==> config.mk <==
export PLATFORM = sky130hd
export DESIGN_NAME = nes_mem_arbiter_flat
export DESIGN_NICKNAME = d
export VERILOG_FILES = /design/src/rtl/nes_mem_arbiter_if.sv /design/src/rtl/nes_mem_arbiter.sv /design/src/flat_wrapper.sv
export SDC_FILE = /design/constraint.sdc
export NUM_CORES = 1
export LEC_CHECK = 0
export BUFFER_PORTS_ARGS = -buffer_cell sky130_fd_sc_hd__buf_4
export CAP_MARGIN = 10
export CORE_ASPECT_RATIO = 0.7
export CORE_UTILIZATION = 33
export DETAILED_ROUTE_END_ITERATION = 8
export PLACE_DENSITY = 0.53
export SKIP_CTS_REPAIR_TIMING = 1
export SYNTH_ARGS = -nofsm -noshare
export SYNTH_HDL_FRONTEND = slang
export SYNTH_SLANG_ARGS = --single-unit
==> constraint.sdc <==
create_clock -name clk -period 5.1 [get_ports clk]
set_clock_uncertainty 0.15 [all_clocks]
set_input_delay 0 -clock clk [delete_from_list [all_inputs] [get_ports clk]]
set_output_delay 0 -clock clk [all_outputs]
set_load 0.005 [all_outputs]
==> src/rtl/nes_mem_arbiter_if.sv <==
// ----------------------------------------------------------------------------
// nes_mem_arbiter_if
// Purpose : Bundles the PRG (CPU) port, the CHR (PPU) port and the board
//           SRAM pins of the NES memory arbiter.
// Ports   : cpu_* / ppu_*  request strobe, write flag, 22-bit translated
//                          address, mapper allow flag, write data, read data
//                          and a one-clock done pulse per port
//           mem_*          shared 8-bit SRAM address/data/strobes
//           busy           arbiter has work pending or in service
// Modports: slave  - the arbiter itself
//           master - the CPU/PPU/mapper glue and SRAM side driving it
// ----------------------------------------------------------------------------
interface nes_mem_arbiter_if;
    logic        cpu_req;
    logic        cpu_we;
    logic [21:0] cpu_addr;
    logic        cpu_allow;
    logic [7:0]  cpu_din;
    logic [7:0]  cpu_dout;
    logic        cpu_done;

    logic        ppu_req;
    logic        ppu_we;
    logic [21:0] ppu_addr;
    logic        ppu_allow;
    logic [7:0]  ppu_din;
    logic [7:0]  ppu_dout;
    logic        ppu_done;

    logic [21:0] mem_addr;
    logic [7:0]  mem_wdata;
    logic [7:0]  mem_rdata;
    logic        mem_oe;
    logic        mem_we;
    logic        busy;

    modport slave (
        input  cpu_req, cpu_we, cpu_addr, cpu_allow, cpu_din,
        output cpu_dout, cpu_done,
        input  ppu_req, ppu_we, ppu_addr, ppu_allow, ppu_din,
        output ppu_dout, ppu_done,
        output mem_addr, mem_wdata, mem_oe, mem_we, busy,
        input  mem_rdata
    );

    modport master (
        output cpu_req, cpu_we, cpu_addr, cpu_allow, cpu_din,
        input  cpu_dout, cpu_done,
        output ppu_req, ppu_we, ppu_addr, ppu_allow, ppu_din,
        input  ppu_dout, ppu_done,
        input  mem_addr, mem_wdata, mem_oe, mem_we, busy,
        output mem_rdata
    );
endinterface

==> src/rtl/nes_mem_arbiter.sv <==
// ----------------------------------------------------------------------------
// nes_mem_arbiter
// Purpose : Serialises PRG (CPU) and CHR (PPU) accesses onto one shared 8-bit
//           external SRAM. Each port owns a single pending slot; a granted
//           access holds mem_oe or mem_we for ACCESS_CYCLES clocks, then the
//           port gets its read data (reads) and a one-clock done pulse.
//           Writes without the mapper allow flag, and PRG reads without it
//           (open bus), run no memory cycle and complete at arbitration.
// Ports   : clk    system clock, rising edge
//           reset  synchronous active-high reset
//           bus    nes_mem_arbiter_if.slave (CPU port, PPU port, SRAM pins)
// Params  : ACCESS_CYCLES  strobe length per access, 1..15
// Config  : ARB_ROUND_ROBIN_EN - when defined, contended arbitration
//           alternates (PPU wins the first tie); otherwise PPU always wins.
// ----------------------------------------------------------------------------
module nes_mem_arbiter #(
    parameter int ACCESS_CYCLES = 2
) (
    input  logic                  clk,
    input  logic                  reset,
    nes_mem_arbiter_if.slave      bus
);

    typedef enum logic [0:0] {ST_IDLE = 1'b0, ST_ACCESS = 1'b1} state_t;

    localparam logic [3:0] CNT_LOAD = 4'(ACCESS_CYCLES - 1);

    state_t      state_r, state_s;
    logic [3:0]  cnt_r, cnt_s;
    logic        cur_ppu_r, cur_ppu_s;
    logic        mem_oe_r, mem_oe_s, mem_we_r, mem_we_s;
    logic [21:0] mem_addr_r, mem_addr_s;
    logic [7:0]  mem_wdata_r, mem_wdata_s;
    logic [7:0]  cpu_dout_r, cpu_dout_s, ppu_dout_r, ppu_dout_s;
    logic        cpu_done_r, cpu_done_s, ppu_done_r, ppu_done_s;
    logic        pend_cpu_r, pend_cpu_s, pend_ppu_r, pend_ppu_s;
    logic        cpu_cap_s, ppu_cap_s;

    // Captured request slots
    logic        cpu_we_r, cpu_allow_r, ppu_we_r, ppu_allow_r;
    logic [21:0] cpu_addr_r, ppu_addr_r;
    logic [7:0]  cpu_din_r, ppu_din_r;

    // Arbitration results
    logic        fin_s, arb_s, cand_cpu_s, cand_ppu_s, pick_ppu_s;
    logic        launch_s, blocked_s, start_s;
    logic        win_we_s, win_allow_s;
    logic [21:0] win_addr_s;
    logic [7:0]  win_din_s;

`ifdef ARB_ROUND_ROBIN_EN
    logic        last_ppu_r;
`endif

    // Arbitration: pick a winner when idle or when the current access ends
    always_comb begin
        fin_s      = (state_r == ST_ACCESS) && (cnt_r == 4'd0);
        arb_s      = (state_r == ST_IDLE) || fin_s;
        // The finishing port is excluded so only the other slot can chain in
        cand_cpu_s = arb_s && pend_cpu_r && !(fin_s && !cur_ppu_r);
        cand_ppu_s = arb_s && pend_ppu_r && !(fin_s && cur_ppu_r);
`ifdef ARB_ROUND_ROBIN_EN
        if (cand_cpu_s && cand_ppu_s) begin
            pick_ppu_s = ~last_ppu_r;
        end else begin
            pick_ppu_s = cand_ppu_s;
        end
`else
        pick_ppu_s = cand_ppu_s;
`endif
        if (pick_ppu_s) begin
            win_we_s    = ppu_we_r;
            win_allow_s = ppu_allow_r;
            win_addr_s  = ppu_addr_r;
            win_din_s   = ppu_din_r;
        end else begin
            win_we_s    = cpu_we_r;
            win_allow_s = cpu_allow_r;
            win_addr_s  = cpu_addr_r;
            win_din_s   = cpu_din_r;
        end
        launch_s = cand_cpu_s || cand_ppu_s;
        // Disallowed writes, and PRG reads without allow (open bus), skip SRAM
        if (win_we_s) begin
            blocked_s = ~win_allow_s;
        end else begin
            blocked_s = ~pick_ppu_s & ~win_allow_s;
        end
        start_s = launch_s && !blocked_s;
    end

    // Next-state logic
    always_comb begin
        state_s = state_r;
        case (state_r)
            ST_IDLE: begin
                if (start_s) state_s = ST_ACCESS;
                else         state_s = ST_IDLE;
            end
            ST_ACCESS: begin
                if (start_s)    state_s = ST_ACCESS;
                else if (fin_s) state_s = ST_IDLE;
                else            state_s = ST_ACCESS;
            end
            default: state_s = ST_IDLE;
        endcase
    end

    // Output and datapath next values
    always_comb begin
        if (start_s) begin
            mem_oe_s    = ~win_we_s;
            mem_we_s    = win_we_s;
            cnt_s       = CNT_LOAD;
            mem_addr_s  = win_addr_s;
            mem_wdata_s = win_din_s;
            cur_ppu_s   = pick_ppu_s;
        end else if ((state_r == ST_ACCESS) && !fin_s) begin
            mem_oe_s    = mem_oe_r;
            mem_we_s    = mem_we_r;
            cnt_s       = cnt_r - 4'd1;
            mem_addr_s  = mem_addr_r;
            mem_wdata_s = mem_wdata_r;
            cur_ppu_s   = cur_ppu_r;
        end else begin
            mem_oe_s    = 1'b0;
            mem_we_s    = 1'b0;
            cnt_s       = 4'd0;
            mem_addr_s  = mem_addr_r;
            mem_wdata_s = mem_wdata_r;
            cur_ppu_s   = cur_ppu_r;
        end

        cpu_done_s = (fin_s && !cur_ppu_r) || (launch_s && blocked_s && !pick_ppu_s);
        ppu_done_s = (fin_s && cur_ppu_r)  || (launch_s && blocked_s && pick_ppu_s);

        if (fin_s && !cur_ppu_r && mem_oe_r) cpu_dout_s = bus.mem_rdata;
        else                                  cpu_dout_s = cpu_dout_r;
        if (fin_s && cur_ppu_r && mem_oe_r)  ppu_dout_s = bus.mem_rdata;
        else                                  ppu_dout_s = ppu_dout_r;

        // A slot accepts a new request only when free or completing this edge
        cpu_cap_s = bus.cpu_req && (!pend_cpu_r || cpu_done_s);
        ppu_cap_s = bus.ppu_req && (!pend_ppu_r || ppu_done_s);
        if (cpu_cap_s)       pend_cpu_s = 1'b1;
        else if (cpu_done_s) pend_cpu_s = 1'b0;
        else                 pend_cpu_s = pend_cpu_r;
        if (ppu_cap_s)       pend_ppu_s = 1'b1;
        else if (ppu_done_s) pend_ppu_s = 1'b0;
        else                 pend_ppu_s = pend_ppu_r;
    end

    // State and output registers
    always_ff @(posedge clk) begin
        if (reset) begin
            state_r     <= ST_IDLE;
            cnt_r       <= 4'd0;
            cur_ppu_r   <= 1'b0;
            mem_oe_r    <= 1'b0;
            mem_we_r    <= 1'b0;
            mem_addr_r  <= 22'd0;
            mem_wdata_r <= 8'd0;
            cpu_dout_r  <= 8'hFF;
            ppu_dout_r  <= 8'hFF;
            cpu_done_r  <= 1'b0;
            ppu_done_r  <= 1'b0;
            pend_cpu_r  <= 1'b0;
            pend_ppu_r  <= 1'b0;
        end else begin
            state_r     <= state_s;
            cnt_r       <= cnt_s;
            cur_ppu_r   <= cur_ppu_s;
            mem_oe_r    <= mem_oe_s;
            mem_we_r    <= mem_we_s;
            mem_addr_r  <= mem_addr_s;
            mem_wdata_r <= mem_wdata_s;
            cpu_dout_r  <= cpu_dout_s;
            ppu_dout_r  <= ppu_dout_s;
            cpu_done_r  <= cpu_done_s;
            ppu_done_r  <= ppu_done_s;
            pend_cpu_r  <= pend_cpu_s;
            pend_ppu_r  <= pend_ppu_s;
        end
    end

    // Request slot capture
    always_ff @(posedge clk) begin
        if (reset) begin
            cpu_we_r <= 1'b0; cpu_allow_r <= 1'b0; cpu_addr_r <= 22'd0; cpu_din_r <= 8'd0;
            ppu_we_r <= 1'b0; ppu_allow_r <= 1'b0; ppu_addr_r <= 22'd0; ppu_din_r <= 8'd0;
        end else begin
            if (cpu_cap_s) begin
                cpu_we_r <= bus.cpu_we; cpu_allow_r <= bus.cpu_allow;
                cpu_addr_r <= bus.cpu_addr; cpu_din_r <= bus.cpu_din;
            end else begin
                cpu_we_r <= cpu_we_r;
            end
            if (ppu_cap_s) begin
                ppu_we_r <= bus.ppu_we; ppu_allow_r <= bus.ppu_allow;
                ppu_addr_r <= bus.ppu_addr; ppu_din_r <= bus.ppu_din;
            end else begin
                ppu_we_r <= ppu_we_r;
            end
        end
    end

`ifdef ARB_ROUND_ROBIN_EN
    // Remember the winner of the last contended arbitration
    always_ff @(posedge clk) begin
        if (reset) begin
            last_ppu_r <= 1'b0;
        end else if (cand_cpu_s && cand_ppu_s) begin
            last_ppu_r <= pick_ppu_s;
        end else begin
            last_ppu_r <= last_ppu_r;
        end
    end
`endif

    assign bus.mem_oe    = mem_oe_r;
    assign bus.mem_we    = mem_we_r;
    assign bus.mem_addr  = mem_addr_r;
    assign bus.mem_wdata = mem_wdata_r;
    assign bus.cpu_dout  = cpu_dout_r;
    assign bus.ppu_dout  = ppu_dout_r;
    assign bus.cpu_done  = cpu_done_r;
    assign bus.ppu_done  = ppu_done_r;
    assign bus.busy      = pend_cpu_r | pend_ppu_r | (state_r != ST_IDLE);

endmodule

==> src/flat_wrapper.sv <==
// flat-port wrapper written by rule: the top's interface ports become plain ports
module nes_mem_arbiter_flat 
#(
    parameter int ACCESS_CYCLES = 2
)
  (clk, reset, bus_cpu_req, bus_cpu_we, bus_cpu_addr, bus_cpu_allow, bus_cpu_din, bus_cpu_dout, bus_cpu_done, bus_ppu_req, bus_ppu_we, bus_ppu_addr, bus_ppu_allow, bus_ppu_din, bus_ppu_dout, bus_ppu_done, bus_mem_addr, bus_mem_wdata, bus_mem_oe, bus_mem_we, bus_busy, bus_mem_rdata);
  nes_mem_arbiter_if bus_i ();
  input  logic clk;
  input  logic reset;
  input wire logic [$bits(bus_i.cpu_req)-1:0] bus_cpu_req;
  input wire logic [$bits(bus_i.cpu_we)-1:0] bus_cpu_we;
  input wire logic [$bits(bus_i.cpu_addr)-1:0] bus_cpu_addr;
  input wire logic [$bits(bus_i.cpu_allow)-1:0] bus_cpu_allow;
  input wire logic [$bits(bus_i.cpu_din)-1:0] bus_cpu_din;
  output wire logic [$bits(bus_i.cpu_dout)-1:0] bus_cpu_dout;
  output wire logic [$bits(bus_i.cpu_done)-1:0] bus_cpu_done;
  input wire logic [$bits(bus_i.ppu_req)-1:0] bus_ppu_req;
  input wire logic [$bits(bus_i.ppu_we)-1:0] bus_ppu_we;
  input wire logic [$bits(bus_i.ppu_addr)-1:0] bus_ppu_addr;
  input wire logic [$bits(bus_i.ppu_allow)-1:0] bus_ppu_allow;
  input wire logic [$bits(bus_i.ppu_din)-1:0] bus_ppu_din;
  output wire logic [$bits(bus_i.ppu_dout)-1:0] bus_ppu_dout;
  output wire logic [$bits(bus_i.ppu_done)-1:0] bus_ppu_done;
  output wire logic [$bits(bus_i.mem_addr)-1:0] bus_mem_addr;
  output wire logic [$bits(bus_i.mem_wdata)-1:0] bus_mem_wdata;
  output wire logic [$bits(bus_i.mem_oe)-1:0] bus_mem_oe;
  output wire logic [$bits(bus_i.mem_we)-1:0] bus_mem_we;
  output wire logic [$bits(bus_i.busy)-1:0] bus_busy;
  input wire logic [$bits(bus_i.mem_rdata)-1:0] bus_mem_rdata;
  assign bus_i.cpu_req = bus_cpu_req;
  assign bus_i.cpu_we = bus_cpu_we;
  assign bus_i.cpu_addr = bus_cpu_addr;
  assign bus_i.cpu_allow = bus_cpu_allow;
  assign bus_i.cpu_din = bus_cpu_din;
  assign bus_cpu_dout = bus_i.cpu_dout;
  assign bus_cpu_done = bus_i.cpu_done;
  assign bus_i.ppu_req = bus_ppu_req;
  assign bus_i.ppu_we = bus_ppu_we;
  assign bus_i.ppu_addr = bus_ppu_addr;
  assign bus_i.ppu_allow = bus_ppu_allow;
  assign bus_i.ppu_din = bus_ppu_din;
  assign bus_ppu_dout = bus_i.ppu_dout;
  assign bus_ppu_done = bus_i.ppu_done;
  assign bus_mem_addr = bus_i.mem_addr;
  assign bus_mem_wdata = bus_i.mem_wdata;
  assign bus_mem_oe = bus_i.mem_oe;
  assign bus_mem_we = bus_i.mem_we;
  assign bus_busy = bus_i.busy;
  assign bus_i.mem_rdata = bus_mem_rdata;
  nes_mem_arbiter #(.ACCESS_CYCLES(ACCESS_CYCLES)) u_core (.clk(clk), .reset(reset), .bus(bus_i));
endmodule
==> run metrics, run 1 <==
Sink Count=122; CTS tree=done; largest net degree at the start of global routing=127; Comb pwr share=14.5%; Max rail drop VDD=0.197 mV; Cell Rows=38; critical path endpoint category=flip-flop; placed cell count=861; top cell type's share of synthesized area=44.8%; worst setup path end=u_core.cpu_addr_r[0]$_SDFFE_PP0P_; drt total wl=13900 um; remaining antenna violation count=0; die area=17000 sq um; Clk pwr share=47.0%; reg2reg start=u_core.cnt_r[0]$_SDFF_PP0_; Hold Path Class=in2reg; part of the power in registers=38.5%; Worst setup SP type=flip-flop; worst setup path startpoint=u_core.cnt_r[0]$_SDFF_PP0_; Pwr Density=352 nW/um^2; CP Depth=7; largest stage delay on the critical path=0.85 ns; I/O Pins=127; Worst R2R End=u_core.cpu_addr_r[0]$_SDFFE_PP0P_; Critical Path AT=3.61 ns; Clock Latency Late Sink=0.41 ns; number of distinct library cells after synthesis=39; vias in the first global route=4045; max-cap violations=0; Vias/cell=4.51; global-route wire length before repair=21300 um; Switch Pwr=0.637 mW; DRC Markers=0; I/O Buffers=126; top cells by area, synth=dfxtp_1, mux2i_1, nand2b_1, a211oi_1, nor3_1; final hold viol count=0; clock slew at reported path FFs=0.05 ns; ANT cells=0; Req. time, crit path=5.29 ns; DR WL/cell=14.4 um; Pleak=3.28 nW; max-slew violations=0; Net Sw Frac=22.9%; total grt overflow=0; CP top delay family=compound AO/OA/AOI/OAI gates; flops & latches, synth=122; gp weighted congestion=0.738; sequential share of the synthesized area=44.8%; most frequent cells in the layout=buf_4, nand2b_1, dfxtp_1; peak fanout along the critical path=21; DP HPWL=8700 um; total CTS buffers=17; antenna violations before repair=0; setup violators final=0; fmax=292 MHz; Gate Count Post-Synth=553; RSZ-0062 raised after global routing=no; post-route insts no fill=966; fin crit share=67.0%; Cell Int Power=2.14 mW; Worst R2R Path Depth=7; Yosys Warn Count=0; Longest Clk Path Bufs=2; WP buf/inv=2; Avg Cell Area, Syn=9.85 sq um; DR pass1 iterations=4; R2R Setup Slk=1.68 ns; type of the worst setup path=reg2reg; core region area=15800 sq um; final net count=811; Final Critical Period=3.42 ns; initial core utilization=34.4%; syn_nets=630; Iteration-0 DRC Markers=193; Slew headroom=29.3%; via count=4358; Fin Setup TNS=0 ns; H-tree depth=4; layout cell share with drive strength beyond 1=23.5%; Root Driver=clkbuf_16; status=finished clean; most common cell after layout, fill and taps aside=buf_4; Post-Syn Area=5450 sq um; die height=110 um; area leader, netlist=dfxtp_1; Overall Global Routing Usage=16.4%; critical path cell sequence=inv_1, ha_1, nor4bb_1, o2bb2ai_1, a21boi_4, buf_4, mux2i_1; Die W=156 um; Worst Tran Pin Value=1.06 ns; Syn-to-layout area delta=44.8%; CP max stage cell=nor4bb_1
-- stage by stage --
step / instance area [sq um] / util, % / hold slack, ns / total power [mW] / setup slack [ns]
CTS: 7150 / 45.2 / -0.359 / 2.76 / 1.64
finish: 7890 / 49.8 / 0.109 / 2.78 / 1.68
detailed placement: 6500 / 41.1 / 0.0786 / 1.45 / 1.67
global placement: 6500 / 41.1 / 0.0700 / 1.44 / 1.84
floorplan: 5450 / - / -0.0326 / 1.31 / 2.94
global route: 7890 / 49.8 / 0.174 / 2.90 / 1.37
-- cell families after synthesis --
kind of cell | Yosys count | synth area share (%)
simple gates | 217 | 22.9
flops | 122 | 44.8
mux | 94 | 17.3
compound gates | 60 | 9.19
buf+inv | 57 | 5.26
xor+xnor | 2 | 0.322
fa+ha+maj | 1 | 0.230
-- layer usage --
layer	track usage, %	share of wire (%)	vias up	wire length, um
met1	22.3	52	1994	7180
li1	-	-	2250	-
met2	24.2	42	96	5870
met4	7.35	1.6	0	229
met5	0	0	-	0
met3	4.61	4.4	18	605
-- worst min path at each step --
stage | slack [ns] | from | cells after the start | to
floorplan | -0.03 | bus_cpu_req | 2 | u_core.pend_cpu_r$_SDFFE_PP0P_
global placement | 0.07 | bus_cpu_req | 3 | u_core.pend_cpu_r$_SDFFE_PP0P_
detailed placement | 0.08 | bus_cpu_req | 3 | u_core.pend_cpu_r$_SDFFE_PP0P_
CTS | -0.36 | bus_mem_rdata[1] | 3 | u_core.bus.ppu_dout[1]$_SDFFE_PP1P_
global route | 0.17 | reset | 2 | u_core.pend_cpu_r$_SDFFE_PP0P_
finish | 0.11 | reset | 2 | u_core.pend_ppu_r$_SDFFE_PP0P_
-- Yosys cell counts, drive strengths merged --
| master | count |
|---|---|
| a211oi | 32 |
| clkbuf | 25 |
| or4b | 1 |
| or3b | 1 |
| nand3 | 2 |
| o2bb2ai | 1 |
| nor4bb | 1 |
| ha | 1 |
| a21o | 1 |
| nand2b | 131 |
| o21ai | 1 |
| or2 | 1 |
| nor2b | 1 |
| nand3b | 6 |
| dfxtp | 122 |
| mux2i | 94 |
| inv | 13 |
| o211ai | 1 |
| a21boi | 1 |
| nand2 | 16 |
| nor3 | 35 |
| nor2 | 18 |
| a21oi | 7 |
| a32o | 1 |
| and3 | 2 |
| or3 | 1 |
| a211o | 11 |
| buf | 19 |
| nor3b | 1 |
| a31oi | 2 |
| a2bb2o | 1 |
| xnor2 | 2 |
| o221ai | 1 |
-- power by group through the flow --
| stage | sequential, mW | combinational [mW] | clock, mW |
|---|---|---|---|
| finish | 1.07 | 0.402 | 1.31 |
| global route | 1.08 | 0.442 | 1.38 |
| CTS | 1.07 | 0.362 | 1.33 |
| detailed placement | 1.09 | 0.360 | 0 |
| global placement | 1.09 | 0.355 | 0 |
| floorplan | 1.08 | 0.231 | 0 |
-- worst register-to-register path, delay by kind of cell (launching register included) --
kind                       cells  cell delay [ns]
AOI/OAI and AO/OA              2             1.12
and+or+nand+nor                1             0.85
buffers and inverters          2             0.47
DFF                            1             0.31
adders and majority gates      1             0.23
muxes                          1             0.21
-- flip-flops by register name, summed over array words and instances, names as in the netlist, 4 cells and up --
name and flops:
u_core.bus.cpu_dout 8, u_core.cpu_din_r 8, u_core.bus.ppu_dout 8, u_core.ppu_addr_r 22, u_core.bus.mem_addr 22, u_core.ppu_din_r 8
u_core.cpu_addr_r 22, u_core.cnt_r 4, u_core.bus.mem_wdata 8
-- final cells by class --
type	instances	area, sq um
clock buffer	24	512
fill	1486	7940
timing repair buffer	206	1730
multi-input combinational	374	2750
tap	220	275
sequential	122	2440
clock inverter	7	135
inverter	13	48.8
Note: power is estimated with default switching activity, not from simulation.
==> inputs of run 2 (changes only) <==
ABC_AREA = 1   (was unset)
PLACE_DENSITY = 0.54   (was 0.53)
clock period = 3.5 ns   (was 5.1 ns; I/O delays follow)
==> run 2 against run 1 <==
Against the previous run:
- maximum frequency increased by 23%
- utilization increased by 0.18 points
- clock power increased by 39%
- sequential share of layout area increased by 2.1 points
- area after synthesis decreased by 7.9%
- final cell count increased by 11%
- sequential power increased by 44%
==> run metrics, run 2 <==
Net Sw Frac=23.9% (+1.0 points); max-cap violations=0 (unchanged); CP max stage cell=nand2_2; via count=5032 (+15%); Fin Setup TNS=0 ns (unchanged); Root Driver=clkbuf_16; Max rail drop VDD=0.295 mV (+50%); final net count=940 (+16%); Yosys Warn Count=0 (unchanged); largest stage delay on the critical path=0.58 ns (-0.27 ns); area leader, netlist=dfxtp_1; Synth Area in Compound Gates=16.7% (+7.6 points); DRC Markers=0 (unchanged); CTS tree=done; adder-cell area share of the yosys netlist=0.249% (+0.020 points); WP buf/inv=2 (unchanged); most common cell in the netlist=nand2_1; max-slew violations=0 (unchanged); Iteration-0 DRC Markers=305 (+58%); core region area=14800 sq um (-6.7%); critical path cell sequence=inv_1, ha_1, nand4_2, nand3_4, buf_4, nand2_1, nand2_2, nand2_1, a21oi_1; critical path endpoint category=flip-flop; Hold Path Class=in2reg; gp weighted congestion=0.823 (+12%); Clk pwr share=46.6% (-0.4 points); largest net degree at the start of global routing=66 (-48%); die area=15700 sq um (-7.8%); DP Area=6040 sq um (-7.1%); Gate Count Post-Synth=688 (+24%); setup violators final=0 (unchanged); Vias/cell=4.71 (+4.3%); top cell type's share of synthesized area=48.7% (+3.9 points); global-route wire length before repair=21900 um (+3.0%); vias in the first global route=4548 (+12%); DP HPWL=8770 um (+0.80%); total grt overflow=0 (unchanged); Longest Clk Path Bufs=2 (unchanged); Post-synth EDFFs=0 (unchanged); peak fanout along the critical path=63 (+200%); die height=105 um (-4.0%); DR WL/cell=13.3 um (-7.8%); type of the worst setup path=reg2reg; fin crit share=79.2% (+12 points); most frequent cells in the layout=nand2_1, buf_4, dfxtp_1; total CTS buffers=17 (unchanged); Cell Int Power=2.98 mW (+39%); Req. time, crit path=3.68 ns (-1.61 ns); flops & latches, synth=122 (unchanged); Comb pwr share=14.1% (-0.4 points); Post-Synth XOR/XNOR Area=0.175% (-0.15 points); top cells by area, synth=dfxtp_1, nand2_1, a21oi_1, nand3_1, inv_1; final hold viol count=0 (unchanged); part of the power in registers=39.3% (+0.8 points); Syn-to-layout area delta=47.2%; fmax=361 MHz (+23%); sequential share of the synthesized area=48.7% (+3.9 points); Pleak=3.34 nW (+1.7%); Post-synth top cells=nand2_1, dfxtp_1, a21oi_1; ANT cells=0 (unchanged); Cell Rows=37 (-2.6%); most common cell after layout, fill and taps aside=nand2_1; Worst setup SP type=flip-flop; Slew headroom=35.0% (+5.6 points); CP top delay family=simple AND/OR/NAND/NOR gates; number of distinct library cells after synthesis=24 (-38%); initial core utilization=34.0% (-0.45 points); Final Instance Area=7390 sq um (-6.4%); Avg Cell Area, Syn=7.29 sq um (-26%); antenna violations before repair=0 (unchanged); I/O Pins=127 (unchanged); Worst Tran Pin Value=0.974 ns (-0.0859 ns); Critical Path AT=2.95 ns (-0.66 ns); clock slew at reported path FFs=0.05 ns (about the same); ys async rst share=0% (unchanged); I/O Buffers=126 (unchanged); main combinational cell family by area after synthesis=simple AND/OR/NAND/NOR gates; multiplexer share of the synthesized area=0% (-17 points); Switch Pwr=0.937 mW (+47%); H-tree depth=4 (unchanged); Clock Latency Late Sink=0.40 ns (about the same); simple-gate area share of the yosys netlist=23.3% (+0.41 points); Post-Syn Area=5020 sq um (-7.9%); Final Critical Period=2.77 ns (-0.646 ns); Pwr Density=530 nW/um^2 (+50%); remaining antenna violation count=0 (unchanged); most used cell, CP=nand2_1; status=finished clean; DR pass1 iterations=4 (unchanged); Sink Count=122 (unchanged); top_reg_cell synth=dfxtp_1; RSZ-0062 raised after global routing=no; drt total wl=14200 um (+2.1%); layout cell share with drive strength beyond 1=19.8% (-3.7 points); syn_nets=765 (+21%); Overall Global Routing Usage=17.7% (+1.3 points); Die W=149 um (-4.0%)
[run 2: cell types whose count changed in the layout (fill, tap and decap cells not counted), sizes merged, moves of 6 or more]
cell,delta
o21ai,+65
nand3,+82
nand2,+123
nand2b,-131
a21oi,+93
a211o,-11
nor2,+26
nand3b,-6
inv,+65
nor3,-35
mux2i,-94
a211oi,-32
[run 2: layout make-up]
| class | instances | area [sq um] |
|---|---|---|
| multi-input combinational | 439 | 2060 |
| timing repair buffer | 205 | 1730 |
| clock buffer | 22 | 474 |
| sequential | 122 | 2440 |
| inverter | 78 | 293 |
| clock inverter | 8 | 143 |
| tap | 195 | 244 |
| fill | 1463 | 7380 |
[run 2: final timing paths]
path	from	end	slack [ns]	depth (start not counted)
setup / recovery	u_core.cnt_r[0]$_SDFF_PP0_	u_core.bus.mem_addr[20]$_SDFFE_PP0P_	0.73	9
hold / removal	bus_cpu_req	u_core.pend_cpu_r$_SDFFE_PP0P_	0.02	3
setup reg to reg	u_core.cnt_r[0]$_SDFF_PP0_	u_core.bus.mem_addr[20]$_SDFFE_PP0P_	0.73	9
hold reg to reg	u_core.ppu_addr_r[1]$_SDFFE_PP0P_	u_core.ppu_addr_r[1]$_SDFFE_PP0P_	0.30	2
[run 2: worst reg2reg max path, delay by kind of cell (launching register included)]
| family | cells | cell delay, ns |
|---|---|---|
| AO/OA/AOI/OAI | 1 | 0.17 |
| adder cells (fa/ha/maj) | 1 | 0.26 |
| buffers and inverters | 2 | 0.54 |
| flip-flops | 1 | 0.30 |
| AND/OR/NAND/NOR | 5 | 1.27 |
[run 2: stage by stage]
stage	hold WS [ns]	utilization (%)	instances	power (mW)	worst slack (ns)
after floorplan	-0.0237	-	688	1.87	1.71
after global placement	0.0747	40.9	966	2.04	0.882
after detailed placement	0.0786	40.9	966	2.05	0.723
after CTS	-0.348	45.1	996	3.88	0.689
after global routing	0.0851	50.0	1069	4.10	0.469
final	0.0179	50.0	1069	3.91	0.728
[run 2: metal layers]
metal | vias up | track usage [%] | share of wire [%]
met4 | 0 | 7.14 | 1.7
met2 | 130 | 26.9 | 45
met5 | - | 0 | 0
li1 | 2572 | - | -
met3 | 22 | 4.63 | 4.8
met1 | 2308 | 23.7 | 48
[run 2: cell families after synthesis]
logic type / Yosys count
AOI/OAI and AO/OA: 167
xor gates and xnor gates: 1
and+or+nand+nor: 270
buffers and inverters: 127
DFF: 122
adders and majority gates: 1
[run 2: power groups by stage]
stage | combinational (mW) | sequential [mW] | clock (mW)
floorplan | 0.314 | 1.56 | 0
global placement | 0.479 | 1.56 | 0
CTS | 0.488 | 1.54 | 1.86
finish | 0.551 | 1.54 | 1.82
detailed placement | 0.486 | 1.57 | 0
global route | 0.617 | 1.55 | 1.93
